$ cat config.mk
export PLATFORM = sky130hd
export DESIGN_NAME = dac_serial_monitor
export DESIGN_NICKNAME = d
export VERILOG_FILES = /design/src/rtl/dac_mon_pkg.sv /design/src/rtl/dac_mon_sync.sv /design/src/rtl/dac_serial_monitor.sv
export SDC_FILE = /design/constraint.sdc
export NUM_CORES = 1
export LEC_CHECK = 0
export CORE_ASPECT_RATIO = 1.25
export CORE_MARGIN = 5
export CORE_UTILIZATION = 52
export CTS_CLUSTER_DIAMETER = 120
export DETAILED_ROUTE_END_ITERATION = 16
export PLACE_DENSITY_LB_ADDON = 0.3
export SLEW_MARGIN = 40
export SYNTH_ARGS = -nofsm -noshare
export SYNTH_HDL_FRONTEND = slang
export SYNTH_SLANG_ARGS = --single-unit
$ cat constraint.sdc
create_clock -name clk -period 2.75 [get_ports clk]
set_input_delay 0.275 -clock clk [delete_from_list [all_inputs] [get_ports clk]]
set_output_delay 0.275 -clock clk [all_outputs]
set_load 0.005 [all_outputs]
$ cat src/rtl/dac_mon_pkg.sv
`default_nettype none
// ============================================================================
// Module  : dac_mon_pkg
// Brief   : Shared frame layout, command codes and FSM states for the DAC
//           serial monitor.
// Revision: 1.0
// ============================================================================
package dac_mon_pkg;

   localparam int CMD_LSB  = 24;
   localparam int ADDR_LSB = 20;
   localparam int DATA_LSB = 4;
   localparam int FIELD_W  = 4;

   localparam logic [3:0] CMD_WR     = 4'h0;
   localparam logic [3:0] CMD_UPD    = 4'h2;
   localparam logic [3:0] CMD_WR_UPD = 4'h3;
   localparam logic [3:0] CMD_RESET  = 4'h7;
   localparam logic [3:0] ADDR_ALL   = 4'hF;

   typedef enum logic [1:0] {
      IDLE      = 2'd0,
      SHIFT     = 2'd1,
      WAIT_HIGH = 2'd2
   } state_t;

endpackage : dac_mon_pkg
`default_nettype wire

$ cat src/rtl/dac_mon_sync.sv
`default_nettype none
// ============================================================================
// Module  : dac_mon_sync
// Brief   : Two-flop synchronizer plus an edge-detect stage with rise/fall
//           pulses.
// Revision: 1.0
// ============================================================================
module dac_mon_sync (
   input  logic clk,
   input  logic reset_n,
   input  logic async_in,
   output logic sync_out,
   output logic rise,
   output logic fall
);

   logic [2:0] r_stage;

   // Stages reset low so a line already low at reset release produces no fall.
   always_ff @(posedge clk or negedge reset_n) begin
      if (!reset_n) begin
         r_stage <= 3'b000;
      end else begin
         r_stage <= {r_stage[1:0], async_in};
      end
   end

   assign sync_out = r_stage[1];
   assign rise     =  r_stage[1] & ~r_stage[2];
   assign fall     = ~r_stage[1] &  r_stage[2];

endmodule : dac_mon_sync
`default_nettype wire

$ cat src/rtl/dac_serial_monitor.sv
`default_nettype none
// ============================================================================
// Module  : dac_serial_monitor
// Brief   : Passive DAC serial-frame decoder with channel shadow and sticky
//           error flags. Shadow storage built only with DAC_MON_SHADOW_EN.
// Revision: 1.0
// ============================================================================
module dac_serial_monitor
   import dac_mon_pkg::*;
#(
   parameter int FRAME_BITS = 32,
   parameter int N_CH       = 8,
   parameter int DATA_W     = 16
) (
   input  logic              clk,
   input  logic              reset_n,
   input  logic              dac_sclk,
   input  logic              dac_nsync,
   input  logic              dac_din,
   output logic              frame_valid,
   output logic [3:0]        frame_cmd,
   output logic [3:0]        frame_addr,
   output logic [DATA_W-1:0] frame_data,
   input  logic [2:0]        rd_addr,
   output logic [DATA_W-1:0] rd_data,
   output logic              err_short,
   output logic              err_long,
   output logic              err_addr,
   input  logic              err_clr,
   output logic [15:0]       frame_cnt
);

   localparam int CNT_W = $clog2(FRAME_BITS + 1);
   localparam logic [CNT_W-1:0] C_FULL = CNT_W'(FRAME_BITS);

   logic w_sclk_s, w_sclk_rise, w_sclk_fall;
   logic w_nsync_s, w_nsync_rise, w_nsync_fall;
   logic w_din_s, w_din_rise, w_din_fall;

   dac_mon_sync u_sync_sclk (
      .clk(clk), .reset_n(reset_n), .async_in(dac_sclk),
      .sync_out(w_sclk_s), .rise(w_sclk_rise), .fall(w_sclk_fall));

   dac_mon_sync u_sync_nsync (
      .clk(clk), .reset_n(reset_n), .async_in(dac_nsync),
      .sync_out(w_nsync_s), .rise(w_nsync_rise), .fall(w_nsync_fall));

   dac_mon_sync u_sync_din (
      .clk(clk), .reset_n(reset_n), .async_in(dac_din),
      .sync_out(w_din_s), .rise(w_din_rise), .fall(w_din_fall));

   state_t                r_state, w_state_next;
   logic [CNT_W-1:0]      r_bit_cnt, w_cnt_next;
   logic [FRAME_BITS-1:0] r_shreg, w_shreg_next;
   logic w_start, w_shift, w_set_long, w_decode, w_set_short;

   // FSM: state register
   always_ff @(posedge clk or negedge reset_n) begin
      if (!reset_n) begin
         r_state <= WAIT_HIGH;
      end else begin
         r_state <= w_state_next;
      end
   end

   // FSM: next state
   always_comb begin
      w_state_next = r_state;
      case (r_state)
         IDLE: begin
            if (w_nsync_fall) w_state_next = SHIFT;
         end
         SHIFT: begin
            if (w_sclk_fall && (r_bit_cnt == C_FULL)) w_state_next = WAIT_HIGH;
            else if (w_nsync_rise)                    w_state_next = IDLE;
         end
         WAIT_HIGH: begin
            if (w_nsync_s) w_state_next = IDLE;
         end
         default: w_state_next = WAIT_HIGH;
      endcase
   end

   // FSM: outputs; end-of-frame tests see the count after this sample's shift
   always_comb begin
      w_start     = 1'b0;
      w_shift     = 1'b0;
      w_set_long  = 1'b0;
      w_decode    = 1'b0;
      w_set_short = 1'b0;
      case (r_state)
         IDLE: w_start = w_nsync_fall;
         SHIFT: begin
            w_set_long = w_sclk_fall && (r_bit_cnt == C_FULL);
            w_shift    = w_sclk_fall && (r_bit_cnt != C_FULL);
            if (!w_set_long && w_nsync_rise) begin
               w_decode    = (w_cnt_next == C_FULL);
               w_set_short = (w_cnt_next != C_FULL);
            end
         end
         default: ;
      endcase
   end

   assign w_cnt_next   = w_shift ? r_bit_cnt + 1'b1 : r_bit_cnt;
   assign w_shreg_next = w_shift ? {r_shreg[FRAME_BITS-2:0], w_din_s} : r_shreg;

   always_ff @(posedge clk or negedge reset_n) begin
      if (!reset_n) begin
         r_bit_cnt <= '0;
         r_shreg   <= '0;
      end else if (w_start) begin
         r_bit_cnt <= '0;
         r_shreg   <= '0;
      end else begin
         r_bit_cnt <= w_cnt_next;
         r_shreg   <= w_shreg_next;
      end
   end

   logic [3:0]        w_cmd, w_addr;
   logic [DATA_W-1:0] w_data;
   logic              w_cmd_wr, w_cmd_rst, w_addr_all;

   assign w_cmd      = w_shreg_next[CMD_LSB  +: FIELD_W];
   assign w_addr     = w_shreg_next[ADDR_LSB +: FIELD_W];
   assign w_data     = w_shreg_next[DATA_LSB +: DATA_W];
   assign w_cmd_wr   = (w_cmd == CMD_WR) || (w_cmd == CMD_UPD) || (w_cmd == CMD_WR_UPD);
   assign w_cmd_rst  = (w_cmd == CMD_RESET);
   assign w_addr_all = (w_addr == ADDR_ALL);

   logic              r_frame_valid;
   logic [3:0]        r_frame_cmd, r_frame_addr;
   logic [DATA_W-1:0] r_frame_data;
   logic [15:0]       r_frame_cnt;
   logic              r_err_short, r_err_long;

   always_ff @(posedge clk or negedge reset_n) begin
      if (!reset_n) begin
         r_frame_valid <= 1'b0;
         r_frame_cmd   <= '0;
         r_frame_addr  <= '0;
         r_frame_data  <= '0;
         r_frame_cnt   <= '0;
         r_err_short   <= 1'b0;
         r_err_long    <= 1'b0;
      end else begin
         r_frame_valid <= w_decode;
         if (w_decode) begin
            r_frame_cmd  <= w_cmd;
            r_frame_addr <= w_addr;
            r_frame_data <= w_data;
            r_frame_cnt  <= r_frame_cnt + 16'd1;
         end
         // A new error in the clear cycle still lands.
         r_err_short <= (r_err_short & ~err_clr) | w_set_short;
         r_err_long  <= (r_err_long  & ~err_clr) | w_set_long;
      end
   end

   assign frame_valid = r_frame_valid;
   assign frame_cmd   = r_frame_cmd;
   assign frame_addr  = r_frame_addr;
   assign frame_data  = r_frame_data;
   assign frame_cnt   = r_frame_cnt;
   assign err_short   = r_err_short;
   assign err_long    = r_err_long;

`ifdef DAC_MON_SHADOW_EN
   logic [DATA_W-1:0] r_shadow [N_CH];
   logic [DATA_W-1:0] r_rd_data;
   logic              r_err_addr;
   logic              w_addr_bad;

   assign w_addr_bad = w_decode && w_cmd_wr && !w_addr_all && (w_addr >= 4'(N_CH));

   always_ff @(posedge clk or negedge reset_n) begin
      if (!reset_n) begin
         for (int i = 0; i < N_CH; i++) r_shadow[i] <= '0;
      end else if (w_decode) begin
         if (w_cmd_rst) begin
            for (int i = 0; i < N_CH; i++) r_shadow[i] <= '0;
         end else if (w_cmd_wr) begin
            for (int i = 0; i < N_CH; i++) begin
               if (w_addr_all || (w_addr == 4'(i))) r_shadow[i] <= w_data;
            end
         end
      end
   end

   always_ff @(posedge clk or negedge reset_n) begin
      if (!reset_n) begin
         r_rd_data  <= '0;
         r_err_addr <= 1'b0;
      end else begin
         r_rd_data  <= r_shadow[rd_addr];
         r_err_addr <= (r_err_addr & ~err_clr) | w_addr_bad;
      end
   end

   assign rd_data  = r_rd_data;
   assign err_addr = r_err_addr;

   logic w_unused;
   assign w_unused = ^{w_shreg_next[FRAME_BITS-1:CMD_LSB+FIELD_W],
                       w_shreg_next[DATA_LSB-1:0],
                       w_sclk_s, w_sclk_rise, w_din_rise, w_din_fall};
`else
   assign rd_data  = '0;
   assign err_addr = 1'b0;

   logic w_unused;
   assign w_unused = ^{w_shreg_next[FRAME_BITS-1:CMD_LSB+FIELD_W],
                       w_shreg_next[DATA_LSB-1:0],
                       w_sclk_s, w_sclk_rise, w_din_rise, w_din_fall,
                       rd_addr, w_cmd_wr, w_cmd_rst, w_addr_all, 8'(N_CH)};
`endif

endmodule : dac_serial_monitor
`default_nettype wire

# --- After elaboration in Yosys (flattened, before gate mapping) ---
# Index checks and enable logic that the tools add are counted.
word_totals:
  regBits: 87
  wordCells: 59
  inputBits: 9
op_classes:
  n_bitwise: 11
  muxes: 16
  eq_ne: 9
  reduce_logical: 7
  add_sub_neg: 2
ops:
  columns: ["operator", "count"]
  rows:
  - ["two-way mux 28 bit", 2]
  - ["adder 16 x 1 -> 16 bit, second input constant", 1]
  - ["== test 6 bit, second input constant", 2]
  - ["two-way mux 6 bit", 2]
  - ["inequality test 6 bit, second input constant", 2]
  - ["two-way mux 2 bit", 4]
  - ["two-way mux 1 bit", 7]
  - ["adder 6 x 1 -> 6 bit, second input constant", 1]
  - ["case mux 2 bit (3 select lines)", 1]
  - ["AND 1 bit", 5]
  - ["inverter 1 bit", 4]
  - ["logical AND 1 bit", 3]
  - ["inequality test 3 bit, second input constant", 1]
  - ["AND reduction 3 bit", 1]
  - ["== test 2 x 1 -> 1 bit, second input constant", 1]
  - ["== test 2 bit, second input constant", 1]
  - ["zero test 2 bit", 1]
  - ["inequality test 2 x 1 -> 1 bit, second input constant", 1]
  - ["inequality test 2 bit, second input constant", 1]
  - ["bitwise OR 1 bit", 2]
  - ["nonzero test 2 bit", 1]
  - ["zero test 1 bit", 1]

# --- Depth between registers and ports, before layout ---
logic_depth:
  depth_word: 9
  ltp_mapped: 10
  mapped_depth_nobuf: 9

# --- Hierarchy ---
# A second synthesis with hierarchy kept.
hier_totals:
  cells_unflattened: 402
  hier_area_um2: 4020.1
by_module_without_submodules:
  columns: ["module", "seq_area_each_um2", "cells_each", "instances", "area_per_inst_um2"]
  rows:
  - ["dac_serial_monitor", 1978.1, 387, 1, 3749.8]
  - ["dac_mon_sync", 75.1, 5, 3, 90.1]

# --- Worst setup path before layout ---
# No wires, ideal clock.
synth_timing:
  path_kind: "reg2reg"
  start: "register r_bit_cnt[0]"
  end: "register r_frame_cnt[10], in the netlist frame_cnt[10]"
  path_slack_ns: 0.779
  path_stages_with_launch: 10
  required_time_ns: 2.623
  t_arrival_ns: 1.844
  setup_ns: 0.127
  path_cell_list: "dfrtp_1 inv_1 ha_1 and2_1 buf_2 o311a_1 o211ai_2 buf_2 nor2_1 xor2_1"
synth_via:
  elab_chain_len: 7
synth_rtl:
  columns: ["element", "line", "source"]
  rows:
  - ["from (decl)", "dac_serial_monitor.sv:53", "logic [CNT_W-1:0] r_bit_cnt, w_cnt_next;"]
  - ["from (signal assigned)", "dac_serial_monitor.sv:116", "r_bit_cnt <= w_cnt_next;"]
  - ["branches (longest 5 deep; another with adder 6 x 1 -> 6 bit)", null, null]
  - ["two-way mux 1 bit *", "dac_serial_monitor.sv:96", "if (!w_set_long && w_nsync_rise) begin"]
  - ["two-way mux 1 bit *", "dac_serial_monitor.sv:91", "case (r_state)"]
  - ["to (signal assigned)", "dac_serial_monitor.sv:153", "r_frame_cnt <= r_frame_cnt + 16'd1;"]
  - ["to (decl)", "dac_serial_monitor.sv:135", "logic [15:0] r_frame_cnt;"]
# Mark *: on every way between the ends.
# A chain may end at the register's enable or synchronous reset.

# --- Worst setup path after layout ---
layout_timing:
  start: "register u_sync_sclk.r_stage[1]"
  end: "register r_frame_cnt[5], in the netlist frame_cnt[5]"
layout_via:
  elab_chain_len: 8
layout_rtl:
  columns: ["element", "line", "source"]
  rows:
  - ["from (decl)", "dac_mon_sync.sv:17", "logic [2:0] r_stage;"]
  - ["from (signal assigned)", "dac_mon_sync.sv:24", "r_stage <= {r_stage[1:0], async_in};"]
  - ["inverter 1 bit *", "dac_mon_sync.sv:30", "assign fall = ~r_stage[1] & r_stage[2];"]
  - ["AND 1 bit *", "dac_mon_sync.sv:30", null]
  - ["logical AND 1 bit", "dac_serial_monitor.sv:95", "w_shift = w_sclk_fall && (r_bit_cnt != C_FULL);"]
  - ["two-way mux 1 bit", "dac_serial_monitor.sv:91", null]
  - ["two-way mux 6 bit", "dac_serial_monitor.sv:105", "assign w_cnt_next = w_shift ? r_bit_cnt + 1'b1 : r_bit_cnt;"]
  - ["== test 6 bit", "dac_serial_monitor.sv:97", "w_decode = (w_cnt_next == C_FULL);"]
  - ["two-way mux 1 bit *", "dac_serial_monitor.sv:96", null]
  - ["two-way mux 1 bit *", "dac_serial_monitor.sv:91", null]
# Mark *: on every way between the ends. The rest lies on a longest branch, timed or not.

==> flow_metrics.env <==
export IMPL_vdd_drop_max_uv=460
export IMPL_clk_path_buf_depth=2
export IMPL_cts_tree="yes"
export IMPL_vias=2435
export IMPL_viasPerCell=5.07
export IMPL_first_global_vias=2525
export IMPL_rsz0062_at_grt="false"
export IMPL_intPower_mw=1.98
export IMPL_p_leak_nw=2.04
export IMPL_pwr_share_clk_pct=41.0
export IMPL_synth_top_area_share_pct=57.7
export IMPL_finalCriticalPeriod_ps=2350
export IMPL_core_area_mm2=0.00698
export IMPL_hold_violations=67
export IMPL_routabilityCongestion=0.756
export IMPL_clk_latency_ps=350
export IMPL_worst_pin_slew_ps=667
export IMPL_outcome="finished with violations"
export IMPL_synth_area_leaders="dfrtp_1 58%, mux2i_1 7.0%, nor2_1 4.4%"
export IMPL_ys_types=42
export IMPL_yosys_area_top_type="dfrtp_1"
export IMPL_root_buffer="clkbuf_8"
export IMPL_cts_resized=0
export IMPL_wl_per_cell_um=13.5
export IMPL_maxCapViolCount=0
export IMPL_path_class="reg -> reg"
export IMPL_dieArea_mm2=0.00898
export IMPL_final_cell_mix="86 x dfrtp_1, 47 x clkdlybuf4s50_1, 43 x nand2_1, 43 x nor2_1, 26 x mux2i_1"
export IMPL_cts_max_level=3
export IMPL_drc=0
export IMPL_required_ps=3030
export IMPL_syn_to_final_growth_pct=19.7
export IMPL_timing_hold_ws_ps=-41.7
export IMPL_relSlewSlack_pct=55.6
export IMPL_skew_ps=12.4
export IMPL_path_clk_slew_ps=90
export IMPL_fin_crit_sh_pct=85.4
export IMPL_switching_power_mw=0.593
export IMPL_grt_pass1_wl_um=11600
export IMPL_crit_slowest_cell="dfrtp_1"
export IMPL_clkSinkCount=87
export IMPL_nNetsFinal=397
export IMPL_setup_tns_ps=0
export IMPL_die_w_um=85.8
export IMPL_crit_path_start_kind="register"
export IMPL_path_cells="nand4bb_1, nor2_1, mux2i_1, o211ai_4, buf_4, nor3_2, xor2_1"
export IMPL_ys_seq_elements=87
export IMPL_path_max_fanout=21
export IMPL_final_max_slew_viol_count=0
export IMPL_initial_core_util_pct=53.5
export IMPL_io_buffers=48
export IMPL_crit_family="simple AND/OR/NAND/NOR gates"
export IMPL_violations="hold timing"
export IMPL_hold_class="in -> async"
export IMPL_cts_setup_buffers=0
export IMPL_totalWireLength_um=6470
export IMPL_dieHeight_um=105
export IMPL_cp_arrival_ps=2630
export IMPL_drt_initial_drc_count=123
export IMPL_setup_violations=0
export IMPL_syn_area_mm2=0.00373
export IMPL_antenna_found_initial=0
export IMPL_seq_area_frac_synth_pct=58.4
export IMPL_yosys_warnings=0
export IMPL_grt_overflow_total=0
export IMPL_mostFrequentLayoutCell="dfrtp_1"
export IMPL_seqPwrFrac_pct=52.3
export IMPL_rows=34
export IMPL_place_area_mm2=0.00422
export IMPL_slowest_delay_ps=400
export IMPL_top_level_ports=69
export IMPL_dp_hpwl_um=4330
export IMPL_cts_hold_fix_buffers=0
export IMPL_drive_gt1_share_pct=8.21
export IMPL_endpoint_kind="register"
export IMPL_stdcell_area_mm2=0.00446
export IMPL_cellPowerDensity_mw_per_mm2=577
export IMPL_drtAntennaViolNets=0
export IMPL_diodes=0
export IMPL_cts_buffers=9
export IMPL_max_freq_ghz=0.426
export IMPL_cp_num_buf_inv=1
export IMPL_power_frac_comb_pct=6.7
export IMPL_post_synth_cell_area_avg_um2=11.0
export IMPL_grt_total_usage_pct=15.9
export IMPL_syn_inst=339
export IMPL_sw_frac_of_total_pct=23.0
export IMPL_grt_max_degree=88
export IMPL_drt_pass1_iter_count=4
==> final cells by class <==
type	count	area, um^2
Timing Repair Buffer	52	514
Clock buffer	9	124
Multi-Input combinational cell	229	1390
Inverter	6	22.5
Fill cell	562	2510
Clock inverter	7	120
Tap cell	90	113
Sequential cell	87	2180
==> per-stage QoR <==
step           setup WS, ps  power (mW)  instances  util (%)
6_report                402        2.58        480      64.0
3_5_place_dp            387        1.55        464      60.4
2_1_floorplan           779        1.50        355         -
3_3_place_gp            433        1.54        464      60.4
5_1_grt                 214        2.70        480      64.0
4_1_cts                 381        2.61        480      63.9
==> registers in the layout, indices dropped and copies added (netlist names) <==
| register | count |
|---|---|
| err_long | 1 |
| r_bit_cnt | 6 |
| r_shreg | 28 |
| u_sync_din.r_stage | 2 |
| frame_valid | 1 |
| frame_addr | 4 |
| frame_data | 16 |
| err_short | 1 |
| r_state | 2 |
| frame_cmd | 4 |
| u_sync_sclk.r_stage | 3 |
| frame_cnt | 16 |
| u_sync_nsync.r_stage | 3 |
==> cell usage after synthesis, drive strengths merged <==
master / instances
a211oi: 1
a21oi: 7
a22o: 1
a31oi: 1
a32o: 1
and2: 2
and3: 4
and4b: 1
and4bb: 1
buf: 28
clkbuf: 5
conb: 1
dfrtp: 86
dfstp: 1
ha: 3
inv: 6
mux2: 1
mux2i: 26
nand2: 43
nand2b: 4
nand3: 7
nand3b: 1
nand4: 4
nand4bb: 1
nor2: 44
nor2b: 1
nor3: 7
nor3b: 1
nor4b: 1
o211ai: 1
o21ai: 24
o221ai: 1
o311a: 1
o311ai: 1
o32ai: 1
xnor2: 6
xor2: 14
==> layer usage <==
metal | part of all wire [%] | global-route usage, %
met1 | 44 | 19.8
met2 | 49 | 26.6
met3 | 4.3 | 3.54
met4 | 1.9 | 6.79
met5 | 0 | 0
==> kinds of logic (layout without fill, tap and decap cells) <==
| group | after synthesis | in the layout | synth area share, % |
|---|---|---|---|
| compound gates | 40 | 40 | 6.54 |
| flops | 87 | 87 | 58.4 |
| other cells | 1 | 17 | 0.101 |
| fa+ha+maj | 3 | 3 | 1.01 |
| mux | 27 | 27 | 7.28 |
| buf+inv | 39 | 74 | 6.47 |
| xor+xnor | 20 | 20 | 4.70 |
| simple gates | 122 | 122 | 15.5 |
==> power by group through the flow <==
stage | Sequential [mW] | Clock, mW | Combinational [mW]
final | 1.35 | 1.06 | 0.173
after detailed placement | 1.37 | 0 | 0.176
after floorplan | 1.36 | 0 | 0.135
after global routing | 1.35 | 1.15 | 0.202
after global placement | 1.37 | 0 | 0.172
after CTS | 1.35 | 1.09 | 0.176
==> path summary, 6_finish.rpt <==
check | slack (ps) | endpoint | startpoint | cells past startpoint
max | 400 | frame_cnt[5]$_DFFE_PN0P_ | u_sync_sclk.r_stage[1]$_DFF_PN0_ | 7
min in group clk | 350 | u_sync_din.r_stage[1]$_DFF_PN0_ | u_sync_din.r_stage[0]$_DFF_PN0_ | 0
min | -40 | u_sync_din.r_stage[0]$_DFF_PN0_ | reset_n | 1
max reg2reg | 400 | frame_cnt[5]$_DFFE_PN0P_ | u_sync_sclk.r_stage[1]$_DFF_PN0_ | 7
max in group asynchronous | 2320 | r_state[0]$_DFFE_PN0P_ | reset_n | 1
min reg2reg | 350 | u_sync_din.r_stage[1]$_DFF_PN0_ | u_sync_din.r_stage[0]$_DFF_PN0_ | 0
==> worst register-to-register path: stages (launching register included) <==
cell and delay, ps:
dfrtp_1 400, nand4bb_1 330, nor2_1 360, mux2i_1 380
o211ai_4 190, buf_4 260, nor3_2 210, xor2_1 160
Note: power is estimated with default switching activity, not from simulation.
